$ cat src/rtl/apb_wait_slave_if.sv
// APB bus bundle between a requester and apb_wait_slave.
// Latency: none (wires only). Backpressure: carried by pready.
interface apb_wait_slave_if;
    logic       psel;
    logic       pena;
    logic       pwrite;
    logic [7:0] paddr;
    logic [7:0] pwr_data;
    logic [7:0] pdata;
    logic       pready;
    logic       pslverr;

    modport master (
        output psel, pena, pwrite, paddr, pwr_data,
        input  pdata, pready, pslverr
    );

    modport slave (
        input  psel, pena, pwrite, paddr, pwr_data,
        output pdata, pready, pslverr
    );
endinterface

$ cat src/rtl/apb_wait_slave.sv
// APB register-file slave with WAIT_CYCLES wait states; APB_SLV_PSLVERR_EN adds out-of-range pslverr.
// Latency: pready rises WAIT_CYCLES cycles after the first pena cycle (0 = zero-wait completion).
// Backpressure: holds pready low while counting; dropping psel mid-transfer aborts it with no write.
module apb_wait_slave #(
    parameter int DEPTH       = 16,
    parameter int WAIT_CYCLES = 2
) (
    input  logic            pclk,
    input  logic            preset,
    apb_wait_slave_if.slave bus
);
    localparam int AW = (DEPTH > 1) ? $clog2(DEPTH) : 1;

    typedef enum logic [1:0] {
        IDLE,
        SETUP,
        ACCESS
    } state_e;

    state_e     state_q, state_d;
    logic [3:0] cnt_q,   cnt_d;
    logic [7:0] addr_q,  addr_d;
    logic [7:0] wdata_q, wdata_d;
    logic       write_q, write_d;
    logic [7:0] regs_q [DEPTH];

    logic          in_range;
    logic          done;
    logic [AW-1:0] idx;

    assign idx      = addr_q[AW-1:0];
    assign in_range = ({1'b0, addr_q} < 9'(DEPTH));

    // The first pena cycle is already spent in SETUP, so a zero count completes there.
    assign done = (state_q != IDLE) && (cnt_q == 4'd0) && bus.psel && bus.pena;

    always_comb begin
        state_d = state_q;
        cnt_d   = cnt_q;
        addr_d  = addr_q;
        wdata_d = wdata_q;
        write_d = write_q;
        unique case (state_q)
            IDLE: begin
                if (bus.psel && !bus.pena) begin
                    state_d = SETUP;
                    cnt_d   = 4'(WAIT_CYCLES);
                    addr_d  = bus.paddr;
                    wdata_d = bus.pwr_data;
                    write_d = bus.pwrite;
                end
            end
            SETUP, ACCESS: begin
                if (!bus.psel || done) begin
                    state_d = IDLE;
                    cnt_d   = 4'd0;
                end else begin
                    state_d = ACCESS;
                    if (cnt_q != 4'd0) begin
                        cnt_d = cnt_q - 4'd1;
                    end
                end
            end
            default: begin
                state_d = IDLE;
                cnt_d   = 4'd0;
            end
        endcase
    end

    always_ff @(posedge pclk or posedge preset) begin
        if (preset) begin
            state_q <= IDLE;
            cnt_q   <= 4'd0;
            addr_q  <= 8'h00;
            wdata_q <= 8'h00;
            write_q <= 1'b0;
        end else begin
            state_q <= state_d;
            cnt_q   <= cnt_d;
            addr_q  <= addr_d;
            wdata_q <= wdata_d;
            write_q <= write_d;
        end
    end

    always_ff @(posedge pclk or posedge preset) begin
        if (preset) begin
            for (int i = 0; i < DEPTH; i++) begin
                regs_q[i] <= 8'h00;
            end
        end else if (done && write_q && in_range) begin
            regs_q[idx] <= wdata_q;
        end
    end

    assign bus.pready = done;
    assign bus.pdata  = (done && !write_q && in_range) ? regs_q[idx] : 8'h00;

`ifdef APB_SLV_PSLVERR_EN
    assign bus.pslverr = done && !in_range;
`else
    assign bus.pslverr = 1'b0;
`endif

endmodule

$ cat src/flat_wrapper.sv
// flat-port wrapper written by rule: the top's interface ports become plain ports
module apb_wait_slave_flat 
#(
    parameter int DEPTH       = 16,
    parameter int WAIT_CYCLES = 2
)
  (pclk, preset, bus_psel, bus_pena, bus_pwrite, bus_paddr, bus_pwr_data, bus_pdata, bus_pready, bus_pslverr);
  apb_wait_slave_if bus_i ();
  input  logic pclk;
  input  logic preset;
  input wire logic [$bits(bus_i.psel)-1:0] bus_psel;
  input wire logic [$bits(bus_i.pena)-1:0] bus_pena;
  input wire logic [$bits(bus_i.pwrite)-1:0] bus_pwrite;
  input wire logic [$bits(bus_i.paddr)-1:0] bus_paddr;
  input wire logic [$bits(bus_i.pwr_data)-1:0] bus_pwr_data;
  output wire logic [$bits(bus_i.pdata)-1:0] bus_pdata;
  output wire logic [$bits(bus_i.pready)-1:0] bus_pready;
  output wire logic [$bits(bus_i.pslverr)-1:0] bus_pslverr;
  assign bus_i.psel = bus_psel;
  assign bus_i.pena = bus_pena;
  assign bus_i.pwrite = bus_pwrite;
  assign bus_i.paddr = bus_paddr;
  assign bus_i.pwr_data = bus_pwr_data;
  assign bus_pdata = bus_i.pdata;
  assign bus_pready = bus_i.pready;
  assign bus_pslverr = bus_i.pslverr;
  apb_wait_slave #(.DEPTH(DEPTH), .WAIT_CYCLES(WAIT_CYCLES)) u_core (.pclk(pclk), .preset(preset), .bus(bus_i));
endmodule
$ cat config.mk
export PLATFORM = sky130hd
export DESIGN_NAME = apb_wait_slave_flat
export DESIGN_NICKNAME = d
export VERILOG_FILES = /design/src/rtl/apb_wait_slave_if.sv /design/src/rtl/apb_wait_slave.sv /design/src/flat_wrapper.sv
export SDC_FILE = /design/constraint.sdc
export NUM_CORES = 1
export LEC_CHECK = 0
export CAP_MARGIN = 15
export CORE_ASPECT_RATIO = 0.75
export CORE_MARGIN = 2
export CORE_UTILIZATION = 51
export DETAILED_ROUTE_END_ITERATION = 16
export GPL_ROUTABILITY_DRIVEN = 0
export PLACE_DENSITY = 0.69
export REMOVE_ABC_BUFFERS = 1
export SLEW_MARGIN = 20
export SYNTH_ARGS = -nofsm -noshare
export SYNTH_HDL_FRONTEND = slang
export SYNTH_SLANG_ARGS = --single-unit
$ cat constraint.sdc
create_clock -name pclk -period 7.4 [get_ports pclk]
set_input_delay 2.22 -clock pclk [delete_from_list [all_inputs] [get_ports pclk]]
set_output_delay 2.22 -clock pclk [all_outputs]
set_load 0.01 [all_outputs]
# Word level (Yosys, flattened, before mapping)
# Index checks and enable logic that the tools add are counted.
[classes] order_cmp=3 n_reduce_logical=20 addsub=1 muxes=14 n_eq_ne=4 bitwise=1
[op_table] cell="bitwise mux 128 bit" count=1
[op_table] cell="binary-select mux 8 bit (select 4 bit)" count=1
[op_table] cell="demux 8 bit (select 4 bit)" count=1
[op_table] cell="2-to-1 mux 8 bit" count=4
[op_table] cell="2-to-1 mux 4 bit" count=3
[op_table] cell="logical AND 1 bit" count=9
[op_table] cell="< comparator 8 x 5 -> 1 bit, second input constant" count=1
[op_table] cell="one-hot mux 4 bit (2 select lines)" count=1
[op_table] cell="greater-or-equal comparator 5 bit, second input constant" count=1
[op_table] cell="< comparator 5 x 1 -> 1 bit, second input constant" count=1
[op_table] cell="NOT 4 -> 5 bit" count=1
[op_table] cell="logical NOT 4 bit" count=1
[op_table] cell="2-to-1 mux 2 bit" count=2
[op_table] cell="one-hot mux 2 bit (2 select lines)" count=1
[op_table] cell="AND reduction 2 bit" count=2
[op_table] cell="nonzero test 4 bit" count=1
[op_table] cell="subtractor 4 x 1 -> 4 bit, second input constant" count=1
[op_table] cell="logical NOT 1 bit" count=3
[op_table] cell="!= test 3 x 1 -> 1 bit, second input constant" count=1
[op_table] cell="== test 2 x 1 -> 1 bit, second input constant" count=1
[op_table] cell="== test 2 bit, second input constant" count=1
[op_table] cell="logical NOT 2 bit" count=1
[op_table] cell="!= test 2 x 1 -> 1 bit, second input constant" count=1
[op_table] cell="nonzero test 2 bit" count=1
[op_table] cell="other kinds (2)" count=2
[word_totals] out_inout_bits=10 elab_cells=64 regBits=151 in_bits=21

# Longest topological paths before layout
# Gate-level depths: netlist (run 1).
[depth] depth_word=7 ltp_mapped=8 depth_no_buf=6

# Worst setup path before layout (run 1)
# OpenSTA, ideal clock, no wires.
[synth_timing] kind="input to output" from="input bus_psel" to="output bus_pdata[0]" arrival_ns=3.424 cell_stages=5 setup_slack_ns=1.756 required_ns=5.180 n_path_buf=1 path_cell_list="and3b_1 -> nand2_1 -> or3_1 -> clkbuf_1 -> nor3_1"
[synth_via] elab_chain_cells=5
[synth_lines] item="start: declaration" line_no="flat_wrapper.sv:11" rtl="input wire logic [$bits(bus_i.psel)-1:0] bus_psel;"
[synth_lines] item="logical AND 1 bit (2 in a row)" line_no="apb_wait_slave.sv:35" rtl="assign done = (state_q != IDLE) && (cnt_q == 4'd0) && bus.psel && bus.pena;"
[synth_lines] item="logical AND 1 bit (2 in a row)" line_no="apb_wait_slave.sv:98" rtl="assign bus.pdata = (done && !write_q && in_range) ? regs_q[idx] : 8'h00;"
[synth_lines] item="2-to-1 mux 8 bit" line_no="apb_wait_slave.sv:98"
[synth_lines] item="end: declaration" line_no="flat_wrapper.sv:16" rtl="output wire logic [$bits(bus_i.pdata)-1:0] bus_pdata;"
# No other way between the ends.

# Final worst setup path (run 1)
[layout_timing] from="input bus_psel" to="output bus_pdata[2]"
# Same word-level chain as after synthesis.

==> key figures, run 1 <==
Logic synthesis
  – Largest family of logic cells by synthesized area: multiplexers
  – Mux cell area share after synthesis: between 30% and 40%
  – Fraction of registers with async set/reset: 100%
  – Synth Area per Inst: 14.4 um2
  – Most numerous cell in the Yosys netlist: dfrtp_1
  – Post-synthesis instance area: 7140 um2
  – Most used flip-flop cell after synthesis: dfrtp_1
  – Syn Inst Count: 497
  – Distinct cells, synth: 48
  – Top cells by area, synth: dfrtp_1 53%, mux2_2 22%, mux4_2 5.0%
  – Synth Area in Adders: 0.701%
  – Synth Area in XOR/XNOR: less than 1%
  – Register area share after synthesis: between 50% and 60%
  – Most frequent cells after synthesis: 151 x dfrtp_1, 141 x mux2_2, 33 x mux2i_1
  – Post-synth top area cell: dfrtp_1
  – Synth Area in Simple Gates: 8.47%
  – EDFF count, synth: 0
  – Share of the synthesized area in the top cell type: 52.9%
  – Ys Warns: 0
  – Synth Area in Compound Gates: 3.24%
  – #FFs+latches synth: 151

Drt
  – Post-DR wirelength/cell: 22.2 um
  – DR pass1 iterations: 6
  – DRC: 0
  – Post-route ant nets: 0
  – Iter 0 DRT Violations: 338
  – Via density per instance: 5.99
  – Final WL: 15,800 um
  – Via Count: between 4k and 5k

Power and ir drop
  – Internal Pwr Total: ~1.8 mW
  – Sw Ratio: 33.9%
  – Sequential Power Share: 40.0%
  – LEAKAGE: a little over 4 nW
  – Clock network power share: between 30 and 40%
  – Comb pwr share: about a quarter
  – P_sw: between 0.9 and 1 mW
  – Worst-case vdd ir drop: 0.185 mV
  – Cell Pwr Density: 332 nW/um2

Critical path
  – Reg-to-reg critical path endpoint: u_core.regs_q[77]
  – Worst path max stage delay: roughly 0.57 ns
  – Flop2flop setup slack: 4.71 ns
  – Max stage delay cell, worst path: clkdlybuf4s50_1
  – Setup crit start kind: primary input
  – Setup CP Type: in2out
  – CP startpoint: bus_psel
  – Crit Reg-Reg Startpoint: u_core.state_q[0]
  – Length in cells of the worst reg-to-reg path: 6
  – Crit end category: output pin
  – CP Cell Sequence: clkdlybuf4s50_1 -> and3b_1 -> nand2_1 -> or3_1 -> nor3_1 -> clkdlybuf4s50_1
  – Most used cell along the critical path: clkdlybuf4s50_1
  – CP max FO: 8
  – Worst endpoint required time: ~5.2 ns
  – CP Data Arrival Time: 4.53 ns

Placed design
  – Number of port buffers: 29
  – Cells after DPL: 679
  – Placed inst area: roughly 7600 um2
  – Detail Placement HPWL: 10,000 um

Global route
  – Initial antenna violation count: 0
  – Gr ovfl total: 0
  – First-pass GRT wire length: 25,500 um
  – Pin count of the biggest net entering global routing: 108
  – GRT Total Usage: 22.7%
  – Vias in the first global route: 4,481

Layout
  – Finished Layout Cells: 711
  – Share of layout cells above drive strength 1: 40.7%
  – Fin area: 8250 um2
  – N_diodes: 0
  – Area delta synth->final: 15.6%
  – Post-layout util: 60.2%
  – Fillers: 1,074
  – Nets: 548

CTS
  – TritonCTS Buffers: 17
  – Clock tree buffer depth: 2
  – Postcts setup bufs: 0
  – Clock-pin slew on the worst setup and hold paths: 0.06 ns
  – # hold bufs at CTS: 0
  – CTS tree: yes
  – Root buffer cell: clkbuf_16
  – Skew-Pair Late Insertion Delay: 0.43 ns
  – Clk sinks: 151
  – H-tree Lvls: 4
  – Post-CTS sizing: 0

Job
  – Max Cap Viol: 0

Floorplan
  – Core area: 13,700 um2
  – Site Rows: 37
  – Die area: ~15,000 um2
  – Die Height: 106 um
  – Die width: between 100 and 150 um
  – IO Pins: 31
  – Starting Density: 52.1%

Timing
  – Skew final: 0.0134 ns
  – Hold Fails Final Rpt: 0
  – Final slew viol count: 0
  – Final worst path period share: about nine tenths
  – Worst rel slew slack: 33.2%
  – Setup violators final: 0
  – Slew @ Worst Pin: 1.00 ns
  – Setup TNS: 0 ns
  – Minimum clock period: 6.75 ns
  – RSZ-0062 raised after global routing: false
  – Max Clk Rate: 148 MHz

Min path
  – Worst-case hold path end point: u_core.regs_q[92]
  – Hold Path Depth: 1
  – Worst min-delay path category: reg2reg
  – Hold path start: u_core.regs_q[92]

Status
  – Status: finished clean
==> flip-flops by register name (all words and copies together), names as in the netlist <==
register / count
u_core.regs_q: 128
u_core.wdata_q: 8
u_core.write_q: 1
u_core.addr_q: 8
u_core.cnt_q: 4
u_core.state_q: 2
==> cell usage in the layout, fill, tap and decap left out, types with 2 or more instances in the layout <==
cell type,netlist,layout
nor3_2,2,3
buf_4,1,4
ha_1,4,4
clkdlybuf4s50_1,0,29
nand4_2,4,4
mux2_2,141,141
and3b_1,2,2
a21oi_1,2,2
clkinv_4,0,2
or4_4,3,3
nor3b_1,3,2
mux2i_1,33,33
bufinv_16,0,5
nor2b_1,2,2
and2_1,3,3
clkbuf_8,0,3
a22oi_1,14,14
nor4_4,2,2
clkbuf_16,0,17
mux2_1,4,4
nor2_8,4,4
dfrtp_1,151,150
nor3_1,11,10
o22ai_1,7,7
nor2_1,4,4
nand2_1,22,22
clkinvlp_4,0,3
o21bai_1,2,2
mux4_2,16,16
nand2b_1,6,5
inv_1,7,6
o21ai_0,3,3
==> kinds of logic after synthesis <==
kind of cell             after synthesis
buffers and inverters                 33
flip-flops                           151
other                                  1
adder cells (fa/ha/maj)                4
multiplexers                         194
AO/OA/AOI/OAI                         33
XOR/XNOR                               1
AND/OR/NAND/NOR                       80
==> per-layer routing <==
layer	wire length (um)	vias up	GRT usage (%)
met5	0	-	0
met4	180	0	6.36
met3	548	19	4.68
met2	7580	62	35.5
met1	7490	2284	32.5
li1	-	1895	-
==> critical path, delay by kind of cell <==
kind / cells / cell delay, ns
and+or+nand+nor: 4 / 1.22
buffers and inverters: 2 / 1.09
==> power by group through the flow <==
stage / combinational, mW / clock [mW] / sequential [mW]
5_1_grt: 0.724 / 1.02 / 1.12
2_1_floorplan: 0.422 / 0 / 1.09
4_1_cts: 0.674 / 0.979 / 1.09
3_3_place_gp: 0.664 / 0 / 1.10
3_5_place_dp: 0.671 / 0 / 1.11
6_report: 0.671 / 0.973 / 1.09
==> stage by stage <==
step | power, mW | hold slack (ns) | setup WS [ns]
4_1_cts | 2.75 | 0.490 | 0.642
3_3_place_gp | 1.76 | 0.466 | 0.721
2_1_floorplan | 1.51 | 0.453 | 1.12
6_report | 2.74 | 0.487 | 0.655
3_5_place_dp | 1.78 | 0.476 | 0.642
5_1_grt | 2.86 | 0.503 | 0.496
==> worst max-delay path by stage <==
stage / slack (ns) / end / depth (start not counted)
after floorplan: 1.12 / u_core.addr_q[0] / 1
after global placement: 0.72 / bus_pdata[2] / 6
after detailed placement: 0.64 / bus_pdata[1] / 6
after CTS: 0.64 / bus_pdata[1] / 6
after global routing: 0.50 / bus_pdata[1] / 6
final: 0.65 / bus_pdata[2] / 6
==> cell type report <==
type | count | area, um2 | share of cell area, %
clock buffer | 21 | 470 | 5.70
timing repair buffer | 33 | 320 | 3.88
clock inverter | 11 | 195 | 2.37
tap | 175 | 219 | 2.65
sequential | 151 | 3780 | 45.8
inverter | 7 | 31.3 | 0.379
multi-input combinational | 313 | 3230 | 39.2
No activity file was read; power rests on OpenSTA's default activity.
==> inputs of run 2 (changes only) <==
--- a/config.mk
+++ b/config.mk
@@ -8,10 +8,9 @@
 export CAP_MARGIN = 15
 export CORE_ASPECT_RATIO = 0.75
 export CORE_MARGIN = 2
-export CORE_UTILIZATION = 51
+export CORE_UTILIZATION = 45
 export DETAILED_ROUTE_END_ITERATION = 16
 export GPL_ROUTABILITY_DRIVEN = 0
-export PLACE_DENSITY = 0.69
 export REMOVE_ABC_BUFFERS = 1
 export SLEW_MARGIN = 20
 export SYNTH_ARGS = -nofsm -noshare
==> key figures, run 2 (same netlist as run 1, synthesis figures left out) <==
Status
  – Status: finished clean

Critical path
  – CP max FO: 8
  – Worst endpoint required time: about 5.2 ns
  – Flop2flop setup slack: 4.69 ns
  – CP startpoint: bus_psel
  – Worst Setup EP: bus_pdata[5]
  – Worst path max stage delay: ~0.57 ns
  – Setup crit start kind: primary input
  – Crit Reg-Reg Startpoint: u_core.addr_q[1]
  – Stages on worst setup path: 6
  – WP buf/inv: 2
  – Length in cells of the worst reg-to-reg path: 4
  – Reg-to-reg critical path endpoint: u_core.regs_q[104]
  – Max stage delay cell, worst path: clkdlybuf4s50_1
  – Most used cell along the critical path: clkdlybuf4s50_1
  – CP Data Arrival Time: ~4.5 ns
  – Top Family by Delay on Critical Path: simple AND/OR/NAND/NOR gates
  – CP Cell Sequence: clkdlybuf4s50_1 -> and3b_1 -> nand2_1 -> or3_1 -> nor3_1 -> clkdlybuf4s50_1
  – Setup CP Type: in2out
  – Crit end category: output pin

Power and ir drop
  – Sequential Power Share: a little over two fifths
  – P_sw: slightly above 0.9 mW
  – Internal Pwr Total: 1.73 mW
  – Sw Ratio: 34.3%
  – Clock network power share: roughly a third
  – Cell Pwr Density: 321 nW/um2
  – LEAKAGE: between 4 and 5 nW
  – Comb pwr share: between 20% and 30%
  – Worst-case vdd ir drop: 0.172 mV

Layout
  – Fin area: 8230 um2
  – Fillers: 1,276
  – Largest reg by FF count: u_core.regs_q
  – Share of layout cells above drive strength 1: between 40 and 50%
  – N_diodes: 0
  – Nets: between 500 and 600
  – Post-layout util: 53.5%
  – Area delta synth->final: 15.2%
  – Max FFs per register: 128
  – Most frequent cells in the layout: 150 x dfrtp_1, 141 x mux2_2, 33 x mux2i_1
  – Biggest registers after layout: u_core.regs_q x128, u_core.addr_q x8, u_core.wdata_q x8
  – Most common cell after layout, fill and taps aside: dfrtp_1

Drt
  – Via Count: 4,230
  – Post-route ant nets: 0
  – Iter 0 DRT Violations: 266
  – Post-DR wirelength/cell: between 20 and 25 um
  – DR pass1 iterations: 4
  – DRC: 0
  – Final WL: between 15,000 and 20,000 um
  – Via density per instance: 5.70

CTS
  – Clock-pin slew on the worst setup and hold paths: approximately 0.06 ns
  – TritonCTS Buffers: 17
  – # hold bufs at CTS: 0
  – Postcts setup bufs: 0
  – H-tree Lvls: 4
  – Skew-Pair Late Insertion Delay: ~0.42 ns
  – Root buffer cell: clkbuf_16
  – Clk sinks: 151
  – Post-CTS sizing: 0
  – Clock tree buffer depth: 2
  – CTS tree: yes

Timing
  – Hold Fails Final Rpt: 0
  – Final slew viol count: 0
  – Final worst setup slack: between 0.6 and 0.7 ns
  – Max Clk Rate: around 150 MHz
  – Minimum clock period: 6.73 ns
  – Setup TNS: 0 ns
  – RSZ-0062 raised after global routing: false
  – Slew @ Worst Pin: 0.985 ns
  – Setup violators final: 0
  – Skew final: 0.00640 ns
  – Worst rel slew slack: between 30% and 40%
  – Final worst path period share: 90.9%
  – Hold WS: 0.488 ns

Global route
  – Gr ovfl total: 0
  – Vias in the first global route: 4,352
  – First-pass GRT wire length: 25,300 um
  – Initial antenna violation count: 0
  – GRT Total Usage: between 20% and 30%
  – Pin count of the biggest net entering global routing: 91

Placed design
  – Detail Placement HPWL: 10,700 um
  – Number of port buffers: 29
  – Place WS: 0.649 ns
  – Placed inst area: around 7600 um2

Min path
  – Hold path start: u_core.regs_q[93]
  – Worst min-delay path category: reg2reg

Floorplan
  – Die Height: 113 um
  – Die area: 16,900 um2
  – Starting Density: 46.4%
  – Site Rows: 39
  – Die width: 149 um
  – Core area: between 15,000 and 20,000 um2
  – IO Pins: 31

Job
  – Max Cap Viol: 0
run 2: area by class of cell:
cell class	instances	area (um2)	area share, %
Clock buffer	20	457	5.55
Clock inverter	12	151	1.84
Inverter	7	31.3	0.380
Multi-Input combinational cell	313	3220	39.2
Sequential cell	151	3780	46.0
Tap cell	205	256	3.12
Timing Repair Buffer	34	328	3.99
run 2: worst min-delay path by stage:
stage          cells after the start           endpoint
6_report                           1  u_core.regs_q[93]
5_1_grt                            1  u_core.regs_q[92]
4_1_cts                            1  u_core.regs_q[93]
3_5_place_dp                       1  u_core.regs_q[93]
3_3_place_gp                       1  u_core.regs_q[93]
2_1_floorplan                      1  u_core.regs_q[92]
run 2: routing by layer:
layer	up-vias	routed length, um	share of wire (%)	GRT usage (%)
met1	2269	7620	49	29.4
met3	18	492	3.2	4.35
met4	0	218	1.4	6.92
met5	-	0	0	0
met2	51	7110	46	30.0
li1	1892	-	-	-
run 2: stage by stage:
| step | power, mW | cells |
|---|---|---|
| after global routing | 2.78 | 742 |
| final | 2.64 | 742 |
| after CTS | 2.66 | 742 |
| after floorplan | 1.51 | 471 |
| after detailed placement | 1.77 | 710 |
| after global placement | 1.76 | 710 |
run 2: power by group through the flow:
stage / Combinational [mW] / Clock (mW) / Sequential (mW)
after global placement: 0.608 / 0 / 1.15
after CTS: 0.617 / 0.905 / 1.14
final: 0.612 / 0.885 / 1.14
after detailed placement: 0.615 / 0 / 1.16
after floorplan: 0.422 / 0 / 1.09
after global routing: 0.666 / 0.946 / 1.17
run 2: worst register-to-register path: stages (launching register included):
cell and delay (ns):
dfrtp_2 1.00, buf_4 0.38, nand2_1 0.18, nor4_4 0.62
mux2_2 0.42
==> inputs of run 3 (changes only) <==
==> constraint.sdc (replaced) <==
create_clock -name pclk -period 7.1 [get_ports pclk]
set_input_delay 2.13 -clock pclk [delete_from_list [all_inputs] [get_ports pclk]]
set_output_delay 2.13 -clock pclk [all_outputs]
set_load 0.01 [all_outputs]
==> key figures, run 3 (same netlist as run 1, synthesis figures left out) <==
CTS
  – Postcts setup bufs: 0
  – CTS tree: yes
  – Skew-Pair Late Insertion Delay: 0.42 ns
  – H-tree Lvls: 4
  – Clk sinks: between 150 and 200
  – # hold bufs at CTS: 0
  – Root buffer cell: clkbuf_16
  – Clock-pin slew on the worst setup and hold paths: about 0.06 ns
  – Post-CTS sizing: 0
  – TritonCTS Buffers: 17
  – Clock tree buffer depth: 2

Layout
  – Biggest registers after layout: u_core.regs_q x128, u_core.addr_q x8, u_core.wdata_q x8
  – Fin area: 8180 um2
  – Most common cell after layout, fill and taps aside: dfrtp_1
  – Area delta synth->final: 14.6%
  – Nets: 549
  – Largest reg by FF count: u_core.regs_q
  – Most frequent cells in the layout: 150 x dfrtp_1, 141 x mux2_2, 33 x mux2i_1
  – N_diodes: 0
  – Share of layout cells above drive strength 1: 39.3%
  – Max FFs per register: ~130
  – Finished Layout Cells: 739

Timing
  – Minimum clock period: 6.58 ns
  – Setup violators final: 0
  – Final slew viol count: 0
  – Max Clk Rate: 152 MHz
  – Skew final: 0.00551 ns
  – Hold Fails Final Rpt: 0
  – Slew @ Worst Pin: 0.973 ns
  – Final worst path period share: 92.7%
  – Final worst setup slack: 0.518 ns
  – Setup TNS: 0 ns
  – Worst rel slew slack: 35.0%
  – RSZ-0062 raised after global routing: false

Floorplan
  – Die width: 149 um
  – Site Rows: 39
  – Die area: 16,900 um2
  – Die Height: 113 um
  – Starting Density: 46.4%
  – IO Pins: 31
  – Core area: around 15,000 um2

Drt
  – Post-DR wirelength/cell: 21.1 um
  – Via density per instance: 5.70
  – Iter 0 DRT Violations: 266
  – Via Count: approximately 4.2k
  – DR pass1 iterations: 4
  – DRC: 0
  – Post-route ant nets: 0
  – Final WL: 15,600 um

Critical path
  – Setup CP Type: in2out
  – Worst endpoint required time: 4.97 ns
  – Setup crit start kind: primary input
  – CP startpoint: bus_psel
  – Crit Reg-Reg Startpoint: u_core.addr_q[1]
  – CP max FO: 8
  – Crit end category: output pin
  – CP Data Arrival Time: between 4 and 5 ns

Global route
  – Pin count of the biggest net entering global routing: 120
  – GRT Total Usage: between 20% and 30%
  – Grt peak-use layer: met2
  – Met1 Usage GRT: 29.2%
  – Routing usage on met3: approximately 4.5%
  – First-pass GRT wire length: 25,300 um
  – Gr ovfl total: 0
  – Vias in the first global route: 4,444
  – Initial antenna violation count: 0
  – M2 GR Usage: between 30% and 40%

Power and ir drop
  – Comb pwr share: between 20% and 30%
  – Sequential Power Share: 44.1%
  – Worst-case vdd ir drop: 0.170 mV
  – LEAKAGE: 4.00 nW
  – Sw Ratio: 34.2%
  – Clock network power share: 31.8%
  – P_sw: ~0.92 mW
  – Total power: 2.69 mW
  – Internal Pwr Total: 1.77 mW
  – Cell Pwr Density: 329 nW/um2

Status
  – Status: finished clean

Placed design
  – Cells after DPL: 710
  – Place WS: 0.512 ns
  – Number of port buffers: 29
  – Placed inst area: around 7600 um2
  – Detail Placement HPWL: 10,600 um

Job
  – Max Cap Viol: 0

Min path
  – Hold path start: u_core.regs_q[94]
  – Worst min-delay path category: reg2reg
## run 3: changes by cell type in the layout (fill, tap and decap cells not counted), sizes merged
cell | previous run | this run
clkinvlp | 2 | 1
clkbuf | 20 | 27
clkinv | 7 | 0
bufinv | 3 | 1
## run 3: final timing paths
path                                           end  slack (ns)  cells past startpoint
worst max register to register  u_core.regs_q[111]        4.55                      4
worst min-delay path             u_core.regs_q[94]        0.49                      1
worst max-delay path                  bus_pdata[3]        0.52                      6
min in group asynchronous        u_core.regs_q[64]        2.26                      2
max in group asynchronous         u_core.addr_q[1]        3.80                      3
worst min register to register   u_core.regs_q[94]        0.49                      1
## run 3: power groups by stage
stage	Combinational [mW]	Clock (mW)	Sequential, mW
2_1_floorplan	0.440	0	1.14
3_3_place_gp	0.650	0	1.20
3_5_place_dp	0.654	0	1.20
4_1_cts	0.657	0.875	1.19
5_1_grt	0.711	0.913	1.22
6_report	0.649	0.854	1.19
## run 3: critical path, stage by stage
cell             delay [ns]
clkdlybuf4s50_1        0.51
and3b_1                0.33
nand2_1                0.11
or3_1                  0.54
nor3_1                 0.26
clkdlybuf4s50_1        0.57
## run 3: area by class of cell
type	count	area [um2]
fillers	1297	7190
flip-flops and latches	151	3780
clock buffers	27	523
repair buffers	34	328
clock inverters	2	37.5
inverters	7	33.8
well taps	205	256
multi-input cells	313	3220
## run 3: per-layer routing
| metal | vias up | part of all wire (%) |
|---|---|---|
| met5 | - | 0 |
| met4 | 0 | 1.2 |
| met3 | 15 | 4.3 |
| met2 | 78 | 47 |
| met1 | 2222 | 47 |
| li1 | 1896 | - |
## run 3: stage by stage
step,hold slack (ns),util (%)
final,0.490,53.2
after global routing,0.508,53.2
after CTS,0.494,53.2
after detailed placement,0.479,49.6
after global placement,0.464,49.6
after floorplan,0.453,-
